## src/rtl/reset_req_ctrl_pkg.sv

```systemverilog
`default_nettype none
// +-----------------------------------------------------------------------+
// | rst_pkg : shared types and constants for the reset-request controller |
// | Rev 1.0                                                                 |
// +-----------------------------------------------------------------------+
package rst_pkg;

  typedef enum logic [0:0] {
    ASSERT = 1'b0,
    RUN    = 1'b1
  } state_e;

  localparam int CAUSE_W    = 4;
  localparam int CAUSE_POR  = 0;
  localparam int CAUSE_LOCK = 1;
  localparam int CAUSE_SOFT = 2;
  localparam int CAUSE_WDT  = 3;

  localparam logic [CAUSE_W-1:0] CAUSE_RESET = CAUSE_W'(1) << CAUSE_POR;

endpackage
`default_nettype wire

```

## src/rtl/reset_req_ctrl_bit_sync.sv

```systemverilog
`default_nettype none
// +-----------------------------------------------------------------------+
// | bit_sync : multi-flop single-bit synchroniser, async reset to 0       |
// | Rev 1.0                                                                 |
// +-----------------------------------------------------------------------+
module bit_sync #(
  parameter int STAGES = 2
) (
  input  logic clk,
  input  logic rst_n,
  input  logic d_i,
  output logic q_o
);

  logic [STAGES-1:0] sync_q;

  always_ff @(posedge clk or negedge rst_n) begin
    if (!rst_n) begin
      sync_q <= '0;
    end else begin
      sync_q <= {sync_q[STAGES-2:0], d_i};
    end
  end

  assign q_o = sync_q[STAGES-1];

endmodule
`default_nettype wire

```

## src/rtl/reset_req_ctrl.sv

```systemverilog
`default_nettype none
// +-----------------------------------------------------------------------+
// | reset_req_ctrl : merges PLL lock, soft reset and watchdog into one     |
// | minimum-width reset request with a sticky cause register. Rev 1.0     |
// +-----------------------------------------------------------------------+
module reset_req_ctrl
  import rst_pkg::*;
#(
  parameter int unsigned SYNC_STAGES = 2,
  parameter int unsigned LOCK_FILTER = 64,
  parameter int unsigned MIN_PULSE   = 16,
  parameter logic [23:0] WDT_TIMEOUT = 24'd10000000
) (
  input  logic               clk,
  input  logic               reset_n,
  input  logic               pll_locked_async,
  input  logic               soft_req,
  output logic               soft_ack,
  input  logic               wdt_enable,
  input  logic               wdt_kick,
  input  logic               cause_clr,
  output logic               reset_req,
  output logic [CAUSE_W-1:0] cause
);

  localparam int FILT_W  = $clog2(LOCK_FILTER + 1);
  localparam int PULSE_W = $clog2(MIN_PULSE + 1);
  localparam int WDT_W   = $clog2(32'(WDT_TIMEOUT) + 1);

  localparam logic [FILT_W-1:0]  FILT_MAX  = FILT_W'(LOCK_FILTER);
  localparam logic [PULSE_W-1:0] PULSE_MAX = PULSE_W'(MIN_PULSE);
  localparam logic [WDT_W-1:0]   WDT_LAST  = WDT_W'(WDT_TIMEOUT - 24'd1);

  state_e             state_q, state_d;
  logic [FILT_W-1:0]  filter_q, filter_d;
  logic [PULSE_W-1:0] pulse_q, pulse_d;
  logic [WDT_W-1:0]   wdt_q, wdt_d;
  logic               soft_pend_q, soft_pend_d;
  logic               soft_ack_q, soft_ack_d;
  logic               reset_req_q, reset_req_d;
  logic [CAUSE_W-1:0] cause_q, cause_d;
  logic [CAUSE_W-1:0] cause_set;

  logic lock_s;
  logic lock_ok;
  logic ev_lock, ev_wdt, ev_soft, ev_any;

  bit_sync #(
    .STAGES (SYNC_STAGES)
  ) u_lock_sync (
    .clk   (clk),
    .rst_n (reset_n),
    .d_i   (pll_locked_async),
    .q_o   (lock_s)
  );

  assign lock_ok = (filter_q == FILT_MAX);

  always_ff @(posedge clk or negedge reset_n) begin
    if (!reset_n) begin
      state_q     <= ASSERT;
      filter_q    <= '0;
      pulse_q     <= '0;
      wdt_q       <= '0;
      soft_pend_q <= 1'b0;
      soft_ack_q  <= 1'b0;
      reset_req_q <= 1'b1;
      cause_q     <= CAUSE_RESET;
    end else begin
      state_q     <= state_d;
      filter_q    <= filter_d;
      pulse_q     <= pulse_d;
      wdt_q       <= wdt_d;
      soft_pend_q <= soft_pend_d;
      soft_ack_q  <= soft_ack_d;
      reset_req_q <= reset_req_d;
      cause_q     <= cause_d;
    end
  end

  always_comb begin
    state_d     = state_q;
    pulse_d     = pulse_q;
    wdt_d       = '0;
    soft_pend_d = soft_pend_q;
    cause_set   = '0;
    ev_lock     = 1'b0;
    ev_wdt      = 1'b0;
    ev_soft     = 1'b0;

    if (!lock_s) begin
      filter_d = '0;
    end else if (lock_ok) begin
      filter_d = filter_q;
    end else begin
      filter_d = filter_q + FILT_W'(1);
    end

    // Exit events only count while running; all of them are sampled together.
    if (state_q == RUN) begin
      ev_lock = !lock_s;
      ev_wdt  = wdt_enable && (wdt_q == WDT_LAST) && !wdt_kick;
      ev_soft = soft_req && !soft_ack_q && !soft_pend_q;
    end
    ev_any = ev_lock || ev_wdt || ev_soft;

    if (state_q == ASSERT) begin
      if (pulse_q != PULSE_MAX) begin
        pulse_d = pulse_q + PULSE_W'(1);
      end
      if ((pulse_q == PULSE_MAX) && lock_ok) begin
        state_d = RUN;
      end
    end else if (ev_any) begin
      state_d = ASSERT;
      pulse_d = '0;
      if (ev_soft) begin
        soft_pend_d = 1'b1;
      end
    end else begin
      if (wdt_enable && !wdt_kick) begin
        wdt_d = wdt_q + WDT_W'(1);
      end
      soft_pend_d = 1'b0;
    end

    // Ack rises once a soft-triggered reset has fully completed, then tracks soft_req low.
    if (soft_ack_q) begin
      soft_ack_d = soft_req;
    end else begin
      soft_ack_d = (state_q == RUN) && soft_pend_q && !ev_any;
    end

    cause_set[CAUSE_LOCK] = ev_lock;
    cause_set[CAUSE_SOFT] = ev_soft;
    cause_set[CAUSE_WDT]  = ev_wdt;
    cause_d = (cause_clr ? '0 : cause_q) | cause_set;

    reset_req_d = (state_d == ASSERT);
  end

  assign reset_req = reset_req_q;
  assign soft_ack  = soft_ack_q;
  assign cause     = cause_q;

endmodule
`default_nettype wire
```

## config.mk

```make
export PLATFORM = sky130hd
export DESIGN_NAME = reset_req_ctrl
export DESIGN_NICKNAME = d
export VERILOG_FILES = /design/src/rtl/reset_req_ctrl_pkg.sv /design/src/rtl/reset_req_ctrl_bit_sync.sv /design/src/rtl/reset_req_ctrl.sv
export SDC_FILE = /design/constraint.sdc
export NUM_CORES = 1
export LEC_CHECK = 0
export ABC_AREA = 1
export CELL_PAD_IN_SITES_DETAIL_PLACEMENT = 0
export CELL_PAD_IN_SITES_GLOBAL_PLACEMENT = 1
export CORE_MARGIN = 10
export CORE_UTILIZATION = 42
export CTS_CLUSTER_SIZE = 30
export DETAILED_ROUTE_END_ITERATION = 7
export GPL_ROUTABILITY_DRIVEN = 0
export PLACE_DENSITY = 0.87
export SYNTH_ARGS = -nofsm -noshare
export SYNTH_HDL_FRONTEND = slang
export SYNTH_HIERARCHICAL = 1
export SYNTH_SLANG_ARGS = --single-unit
```

## constraint.sdc

```tcl
create_clock -name clk -period 2.4 [get_ports clk]
set_input_delay 0.36 -clock clk [delete_from_list [all_inputs] [get_ports clk]]
set_output_delay 0.36 -clock clk [all_outputs]
set_load 0.02 [all_outputs]
```

==> results of run 1 <==
[critical path, stage by stage, from the launching register on]
cell and delay, ns:
sky130_fd_sc_hd__dfrtp_1 0.39, sky130_fd_sc_hd__ha_1 0.27, sky130_fd_sc_hd__inv_2 0.07, sky130_fd_sc_hd__nor2_4 0.18, sky130_fd_sc_hd__nand2_2 0.09, sky130_fd_sc_hd__nor2_4 0.12, sky130_fd_sc_hd__nand2_4 0.10, sky130_fd_sc_hd__nand4_4 0.08
sky130_fd_sc_hd__buf_4 0.34, sky130_fd_sc_hd__nor2_1 0.07
[kinds of logic (layout without fill, tap and decap cells)]
logic type / after synthesis / count (layout) / synth area share, %
xor gates and xnor gates: 15 / 15 / 5.19
adders and majority gates: 5 / 5 / 2.47
AOI/OAI and AO/OA: 17 / 17 / 3.56
and+or+nand+nor: 196 / 196 / 35.0
DFF: 46 / 46 / 45.6
buffers and inverters: 46 / 65 / 8.25
[power groups by stage]
| stage | combinational, mW | clock, mW | sequential (mW) |
|---|---|---|---|
| detailed placement | 0.0422 | 0 | 0.801 |
| CTS | 0.0425 | 0.484 | 0.786 |
| global route | 0.0477 | 0.524 | 0.787 |
| global placement | 0.0416 | 0 | 0.801 |
| finish | 0.0405 | 0.468 | 0.786 |
| floorplan | 0.0128 | 0 | 0.800 |
[synth_stat cells]
| cell | count | area (um^2) |
|---|---|---|
| sky130_fd_sc_hd__o21ai_0 | 9 | 45.0 |
| sky130_fd_sc_hd__dfstp_2 | 2 | 52.6 |
| sky130_fd_sc_hd__nor3_1 | 2 | 10.0 |
| sky130_fd_sc_hd__nand4_1 | 6 | 37.5 |
| sky130_fd_sc_hd__nand2_1 | 82 | 308 |
| sky130_fd_sc_hd__xnor2_1 | 7 | 61.3 |
| sky130_fd_sc_hd__clkinv_1 | 1 | 3.75 |
| sky130_fd_sc_hd__or2_2 | 1 | 6.26 |
| sky130_fd_sc_hd__nand2_2 | 3 | 18.8 |
| sky130_fd_sc_hd__nor2_1 | 54 | 203 |
| sky130_fd_sc_hd__nor2_2 | 21 | 131 |
| sky130_fd_sc_hd__nand2_4 | 1 | 11.3 |
| sky130_fd_sc_hd__a21oi_1 | 4 | 20.0 |
| sky130_fd_sc_hd__nor2_4 | 2 | 22.5 |
| sky130_fd_sc_hd__o21a_2 | 1 | 8.76 |
| sky130_fd_sc_hd__nand4_4 | 1 | 21.3 |
| sky130_fd_sc_hd__xor2_1 | 8 | 70.1 |
| sky130_fd_sc_hd__o22ai_1 | 1 | 6.26 |
| sky130_fd_sc_hd__buf_4 | 1 | 7.51 |
| sky130_fd_sc_hd__nor4_1 | 1 | 6.26 |
| sky130_fd_sc_hd__o21ai_1 | 2 | 10.0 |
| sky130_fd_sc_hd__buf_12 | 2 | 40.0 |
| sky130_fd_sc_hd__inv_2 | 2 | 7.51 |
| sky130_fd_sc_hd__ha_1 | 5 | 62.6 |
| sky130_fd_sc_hd__inv_1 | 40 | 150 |
| sky130_fd_sc_hd__dfrtp_1 | 44 | 1100 |
| sky130_fd_sc_hd__nand3_1 | 22 | 110 |
[layout make-up]
cell class	count	area, um^2	area share [%]
multi-input combinational	233	1170	41.9
sequential	46	1150	41.3
inverter	43	161	5.77
timing repair buffer	14	130	4.66
tap	75	93.8	3.36
clock buffer	6	72.6	2.60
clock inverter	2	13.8	0.492
[registers in the layout, summed over array words and instances (netlist names)]
signal / flops
filter_q: 7
wdt_q: 24
state_q: 1
cause: 4
pulse_q: 5
u_lock_sync/sync_q: 2
soft_pend_q: 1
soft_ack: 1
reset_req: 1
[layer usage]
layer / GRT usage, % / vias to the layer above / routed length, um
met5: 0 / - / 0
met4: 3.02 / 0 / 53
met3: 2.63 / 6 / 121
met2: 18.7 / 17 / 2380
met1: 13.5 / 901 / 2360
li1: - / 1036 / -
[worst paths after layout]
kind	end	slack, ns	depth (start not counted)
max	wdt_q[1]	0.56	9
min	filter_q[3]	0.13	2
max reg2reg	wdt_q[1]	0.56	9
min reg2reg	u_lock_sync/sync_q[1]	0.36	0
max in group asynchronous	wdt_q[3]	1.87	2
min in group clk	u_lock_sync/sync_q[1]	0.36	0
[stage by stage]
step | power, mW | cells
4_1_cts | 1.31 | 419
3_5_place_dp | 0.843 | 411
6_report | 1.29 | 419
3_3_place_gp | 0.842 | 411
5_1_grt | 1.36 | 419
2_1_floorplan | 0.813 | 325
==> results_tabular.tex, run 1 <==
\begin{tabular}{lr}
\hline
Metric & Value \\
\hline
\multicolumn{2}{l}{\textbf{Run status}} \\
Result of the run & completed \\
\multicolumn{2}{l}{\textbf{Floorplanning}} \\
Starting density of the core & 43.0\% \\
FP Rows & 28 \\
Core Footprint & 0.00589 mm\^{}2 \\
Ports placed on the boundary & 13 \\
Chip Height & 97.7 um \\
Die footprint & 0.00954 mm\^{}2 \\
Width of the die & 97.7 um \\
\multicolumn{2}{l}{\textbf{Route}} \\
First drt pass iteration count & 4 \\
Residual DRC & 0 \\
Vias/cell & 4.68 \\
Overall routed net length & 4.91 mm \\
Routed len/inst & 11.7 um \\
Count of nets left with antenna violations after detail routing & 0 \\
Starting DRC count in detailed routing & 63 \\
Vias & 1,960 \\
\multicolumn{2}{l}{\textbf{Global route}} \\
All-layer global routing usage & 11.0\% \\
Global-route wire length before repair & 8.98 mm \\
Total congestion overflow after global routing & 0 \\
Via count of the first global-routing pass & 2,006 \\
Antenna violations before repair & 0 \\
Largest net degree at the start of global routing & 47 \\
\multicolumn{2}{l}{\textbf{Worst setup path}} \\
Worst-path maximum fanout & 23 \\
Crit path capture type & flop \\
Arrival time of data at the critical path endpoint & 2.01 ns \\
Launch point of the worst reg-to-reg path & wdt\_q[0] \\
Kind of critical path & flop to flop \\
Required time worst endpoint & 2.58 ns \\
Critical path startpoint & wdt\_q[0] \\
Critical path startpoint category & flop \\
\multicolumn{2}{l}{\textbf{Finish}} \\
Area growth from synthesis to final layout & 10.4\% \\
Leading cell types in the layout, fill and taps excluded & sky130\_fd\_sc\_hd\_\_nand2\_1, sky130\_fd\_sc\_hd\_\_nor2\_1, sky130\_fd\_sc\_hd\_\_dfrtp\_1 \\
Total inserted antenna cells & 0 \\
Most common library cell in the layout ignoring fill and taps & sky130\_fd\_sc\_hd\_\_nand2\_1 \\
Final non-filler cell area & 0.00280 mm\^{}2 \\
Post-layout util & 47.5\% \\
Filler instances & 591 \\
Ratio of cells with drive above 1 in the final layout & 12.8\% \\
Layout Nets & 355 \\
\multicolumn{2}{l}{\textbf{STA}} \\
Max Transition Viols Final & 0 \\
Hold violation total from the final report & 0 \\
Total setup violations reported at the end of the flow & 0 \\
Setup repair after global routing missed its margin & false \\
Highest achievable clock rate & 545 MHz \\
Final critical-path required period & 1.84 ns \\
Post-Route Hold Slack & 0.129 ns \\
Fin worst setup slack & 0.564 ns \\
Worst max-slew margin expressed relative to the limit & 61.4\% \\
Worst clock skew on the final layout & 0.00799 ns \\
Slew @ Worst Pin & 0.579 ns \\
Final TNS setup & 0 ns \\
Period Utilization, post-route & 76.5\% \\
\multicolumn{2}{l}{\textbf{Synth}} \\
Cell area after synthesis & 0.00253 mm\^{}2 \\
Number of nets produced by synthesis & 337 \\
Register area share after synthesis & 45.6\% \\
Count of warnings emitted by yosys & 6 \\
Total of flip-flops plus latches after synthesis & 46 \\
Post-Synthesis Mean Instance Area & 7.79 um\^{}2 \\
Cell count after synthesis & 325 \\
Number of distinct library cell variants in the gate-level netlist after synthesis & 27 \\
\multicolumn{2}{l}{\textbf{Pwr}} \\
Leakage & 1.18 nW \\
Areal power density over the cells & 463 mW/mm\^{}2 \\
Comb pwr share & 3.1\% \\
Switching part of the total & 22.7\% \\
Clock power frac & 36.2\% \\
Psw & 294 uW \\
Internal power consumption & 1.00 mW \\
Part of the total power dissipated in sequential elements & 60.7\% \\
Peak supply drop & 289 uV \\
\multicolumn{2}{l}{\textbf{Clock tree}} \\
Maximum level of the CTS H-tree & 2 \\
Clk\_lat worst skew & 0.30 ns \\
CTS sink count & 46 \\
Total CTS buffers & 5 \\
TritonCTS clock tree & done \\
Clock-pin slew reported for the worst setup and hold paths after clock tree synthesis & 0.09 ns \\
Hold buffer count at cts & 0 \\
Post-CTS setup repair buffer count & 0 \\
Post\_cts resized & 0 \\
Bufs on Longest Clock Path & 2 \\
Root Buffer Master & sky130\_fd\_sc\_hd\_\_clkbuf\_8 \\
\multicolumn{2}{l}{\textbf{Place}} \\
Setup slack after placement & 0.421 ns \\
Quantity of I/O buffers inserted on ports & 12 \\
Cell area after placement & 0.00271 mm\^{}2 \\
Sum of net half-perimeters after detailed placement & 3.72 mm \\
\multicolumn{2}{l}{\textbf{Job}} \\
Number of max-capacitance violations reported & 0 \\
\multicolumn{2}{l}{\textbf{Hold path}} \\
Min-delay worst type & input port to asynchronous set/reset pin \\
\hline
\end{tabular}
Note: power is estimated with default switching activity, not from simulation.
==> run 2: changes to the inputs <==
--- a/config.mk
+++ b/config.mk
@@ -9,7 +9,7 @@
 export CELL_PAD_IN_SITES_DETAIL_PLACEMENT = 0
 export CELL_PAD_IN_SITES_GLOBAL_PLACEMENT = 1
 export CORE_MARGIN = 10
-export CORE_UTILIZATION = 42
+export CORE_UTILIZATION = 40
 export CTS_CLUSTER_SIZE = 30
 export DETAILED_ROUTE_END_ITERATION = 7
 export GPL_ROUTABILITY_DRIVEN = 0
==> constraint.sdc (replaced) <==
create_clock -name clk -period 1.51 [get_ports clk]
set_input_delay 0.2265 -clock clk [delete_from_list [all_inputs] [get_ports clk]]
set_output_delay 0.2265 -clock clk [all_outputs]
set_load 0.02 [all_outputs]
==> run 2 against run 1 <==
Routed wire length is 9.6% higher. Critical endpoint is now wdt_q[14]. Register-to-register slack worse by 0.51 ns. Critical path depth did not move.
==> results_tabular.tex, run 2 (synthesized netlist as in run 1, its figures left out) <==
\begin{tabular}{lr}
\hline
Metric & Value \\
\hline
\multicolumn{2}{l}{\textbf{Place}} \\
Sum of net half-perimeters after detailed placement & 4.15 mm (+12\%) \\
Setup slack after placement & -0.0844 ns (-0.506 ns) \\
Cell area after placement & 0.00286 mm\^{}2 (+5.5\%) \\
Number of instances in the placed design & 424 (+3.2\%) \\
Quantity of I/O buffers inserted on ports & 12 (unchanged) \\
\multicolumn{2}{l}{\textbf{Run status}} \\
Result of the run & completed \\
\multicolumn{2}{l}{\textbf{Pwr}} \\
Leakage & 1.32 nW (+12\%) \\
Peak supply drop & 305 uV (+5.3\%) \\
Areal power density over the cells & 686 mW/mm\^{}2 (+48\%) \\
\multicolumn{2}{l}{\textbf{Worst setup path}} \\
Arrival time of data at the critical path endpoint & 1.64 ns (-0.37 ns) \\
Critical path startpoint category & flop \\
Crit path capture type & flop \\
Kind of critical path & flop to flop \\
Required time worst endpoint & 1.70 ns (-0.88 ns) \\
Worst-path maximum fanout & 10 (-57\%) \\
\multicolumn{2}{l}{\textbf{Floorplanning}} \\
FP Rows & 28 (unchanged) \\
Starting density of the core & 42.0\% (-1.0 points) \\
Chip Height & 99.6 um (+2.0\%) \\
Die footprint & 0.00991 mm\^{}2 (+4.0\%) \\
Core Footprint & 0.00603 mm\^{}2 (+2.4\%) \\
Width of the die & 99.6 um (+2.0\%) \\
Ports placed on the boundary & 13 (unchanged) \\
\multicolumn{2}{l}{\textbf{Clock tree}} \\
Clock-pin slew reported for the worst setup and hold paths after clock tree synthesis & 0.09 ns (about the same) \\
Maximum level of the CTS H-tree & 2 (unchanged) \\
CTS sink count & 46 (unchanged) \\
Total CTS buffers & 5 (unchanged) \\
Clk\_lat worst skew & 0.30 ns (about the same) \\
TritonCTS clock tree & done \\
Bufs on Longest Clock Path & 2 (unchanged) \\
Root Buffer Master & sky130\_fd\_sc\_hd\_\_clkbuf\_8 \\
\multicolumn{2}{l}{\textbf{Route}} \\
Starting DRC count in detailed routing & 72 (+14\%) \\
Residual DRC & 0 (unchanged) \\
First drt pass iteration count & 4 (unchanged) \\
Vias & 2,055 (+4.8\%) \\
Count of nets left with antenna violations after detail routing & 0 (unchanged) \\
Overall routed net length & 5.38 mm (+9.6\%) \\
Routed len/inst & 12.2 um (+4.6\%) \\
Vias/cell & 4.68 (about the same) \\
\multicolumn{2}{l}{\textbf{Global route}} \\
Global-route wire length before repair & 9.36 mm (+4.2\%) \\
Largest net degree at the start of global routing & 30 (-36\%) \\
GR Layer Usage met2 & 18.6\% (about the same) \\
Global Route met1 Usage & 14.1\% (+0.60 points) \\
All-layer global routing usage & 11.3\% (+0.24 points) \\
Total congestion overflow after global routing & 0 (unchanged) \\
Global routing's busiest layer & met2 \\
Antenna violations before repair & 0 (unchanged) \\
Global-route met3 utilization & 2.15\% (-0.49 points) \\
Via count of the first global-routing pass & 2,074 (+3.4\%) \\
\multicolumn{2}{l}{\textbf{STA}} \\
Fin worst setup slack & 0.0559 ns (-0.508 ns) \\
Total setup violations reported at the end of the flow & 0 (unchanged) \\
Max Transition Viols Final & 0 (unchanged) \\
Post-Route Hold Slack & 0.250 ns (+0.121 ns) \\
Slew @ Worst Pin & 0.235 ns (-0.344 ns) \\
Period Utilization, post-route & 96.3\% (+20 points) \\
Hold violation total from the final report & 0 (unchanged) \\
Highest achievable clock rate & 688 MHz (+26\%) \\
Final critical-path required period & 1.45 ns (-0.382 ns) \\
Worst max-slew margin expressed relative to the limit & 84.3\% (+23 points) \\
Worst clock skew on the final layout & 0.0105 ns (+0.00247 ns) \\
\multicolumn{2}{l}{\textbf{Finish}} \\
Leading cell types in the layout, fill and taps excluded & sky130\_fd\_sc\_hd\_\_nand2\_1, sky130\_fd\_sc\_hd\_\_nor2\_1, sky130\_fd\_sc\_hd\_\_dfrtp\_1 \\
Layout Nets & 375 (+5.6\%) \\
Most common library cell in the layout ignoring fill and taps & sky130\_fd\_sc\_hd\_\_nand2\_1 \\
Final non-filler cell area & 0.00302 mm\^{}2 (+8.1\%) \\
Non-filler cells, final & 439 (+4.8\%) \\
Ratio of cells with drive above 1 in the final layout & 19.2\% (+6.4 points) \\
Area growth from synthesis to final layout & 19.3\% \\
Largest reg by FF count & wdt\_q \\
Regs by FF count & wdt\_q: 24 flops, filter\_q: 7 flops, pulse\_q: 5 flops \\
Number of flip-flops under the largest register name & 24 (unchanged) \\
Post-layout util & 50.1\% (+2.7 points) \\
Total inserted antenna cells & 0 (unchanged) \\
\multicolumn{2}{l}{\textbf{Hold path}} \\
Min-delay worst type & input port to asynchronous set/reset pin \\
\multicolumn{2}{l}{\textbf{Job}} \\
Number of max-capacitance violations reported & 0 (unchanged) \\
\hline
\end{tabular}
[run 2: changes by cell type in the layout (fill, tap and decap cells not counted), moves of 3 or more]
cell,before,now
sky130_fd_sc_hd__nor2_2,21,24
sky130_fd_sc_hd__dlygate4sd2_1,0,6
sky130_fd_sc_hd__buf_12,0,4
sky130_fd_sc_hd__clkdlybuf4s50_1,11,5
sky130_fd_sc_hd__nor2_1,54,50
sky130_fd_sc_hd__buf_4,2,17
[run 2: worst max-delay path, stage by stage, from the launching register on]
cell and delay, ns:
sky130_fd_sc_hd__dfrtp_1 0.42, sky130_fd_sc_hd__ha_4 0.17, sky130_fd_sc_hd__inv_2 0.04, sky130_fd_sc_hd__nor2_4 0.12, sky130_fd_sc_hd__nand2_2 0.08, sky130_fd_sc_hd__nor2_4 0.13
sky130_fd_sc_hd__nand2_4 0.06, sky130_fd_sc_hd__nand4_4 0.11, sky130_fd_sc_hd__buf_12 0.16, sky130_fd_sc_hd__nor2_2 0.04
[run 2: routing by layer]
| layer | up-vias | share of wire, % |
|---|---|---|
| met3 | 7 | 2.2 |
| met1 | 958 | 47 |
| met4 | 0 | 1.5 |
| met2 | 17 | 50 |
| met5 | - | 0 |
| li1 | 1073 | - |
[run 2: stage by stage]
| stage | power, mW | TNS, ns |
|---|---|---|
| after floorplan | 1.29 | 0 |
| after global placement | 1.35 | -1.47 |
| after detailed placement | 1.35 | -2.08 |
| after CTS | 2.09 | 0 |
| after global routing | 2.16 | -0.0874 |
| final | 2.07 | 0 |
[run 2: report_power, final]
part / switching, mW / leakage, nW / internal (mW)
Combinational: 0.0449 / 0.656 / 0.0323
Clock: 0.421 / 0.0452 / 0.327
Sequential: 0.00689 / 0.616 / 1.24
[run 2: area by class of cell]
type | instances | area (um^2)
fill | 595 | 3000
multi-input combinational | 233 | 1200
sequential | 46 | 1150
timing repair buffer | 34 | 325
inverter | 43 | 161
tap | 75 | 93.8
clock buffer | 6 | 72.6
clock inverter | 2 | 13.8
[run 2: repair_timing]
item | 4_1_cts | 5_1_grt
cloned | 0 | 0
hold buffers | 1 | 0
pin swaps | 0 | 1
gates resized for setup | 6 | 10
setup buffers | 0 | 6
setup endpoints to repair | 6 | 33
endpoints found under the hold margin | 44 | 0
[run 2: final timing paths]
check / end / slack, ns / cells past startpoint / start
max: wdt_q[14] / 0.06 / 9 / wdt_q[0]
min: pulse_q[3] / 0.25 / 2 / reset_n
max reg2reg: wdt_q[14] / 0.06 / 9 / wdt_q[0]
min reg2reg: u_lock_sync/sync_q[1] / 0.35 / 0 / u_lock_sync/sync_q[0]
max in group asynchronous: cause[0] / 0.84 / 3 / reset_n
min in group clk: u_lock_sync/sync_q[1] / 0.35 / 0 / u_lock_sync/sync_q[0]
==> run 3: changes to the inputs <==
--- a/config.mk
+++ b/config.mk
@@ -14,6 +14,7 @@
 export DETAILED_ROUTE_END_ITERATION = 7
 export GPL_ROUTABILITY_DRIVEN = 0
 export PLACE_DENSITY = 0.87
+export SLEW_MARGIN = 25
 export SYNTH_ARGS = -nofsm -noshare
 export SYNTH_HDL_FRONTEND = slang
 export SYNTH_HIERARCHICAL = 1
==> results of run 3 <==
No change in the layout: final DEF, timing and power equal those of run 2.
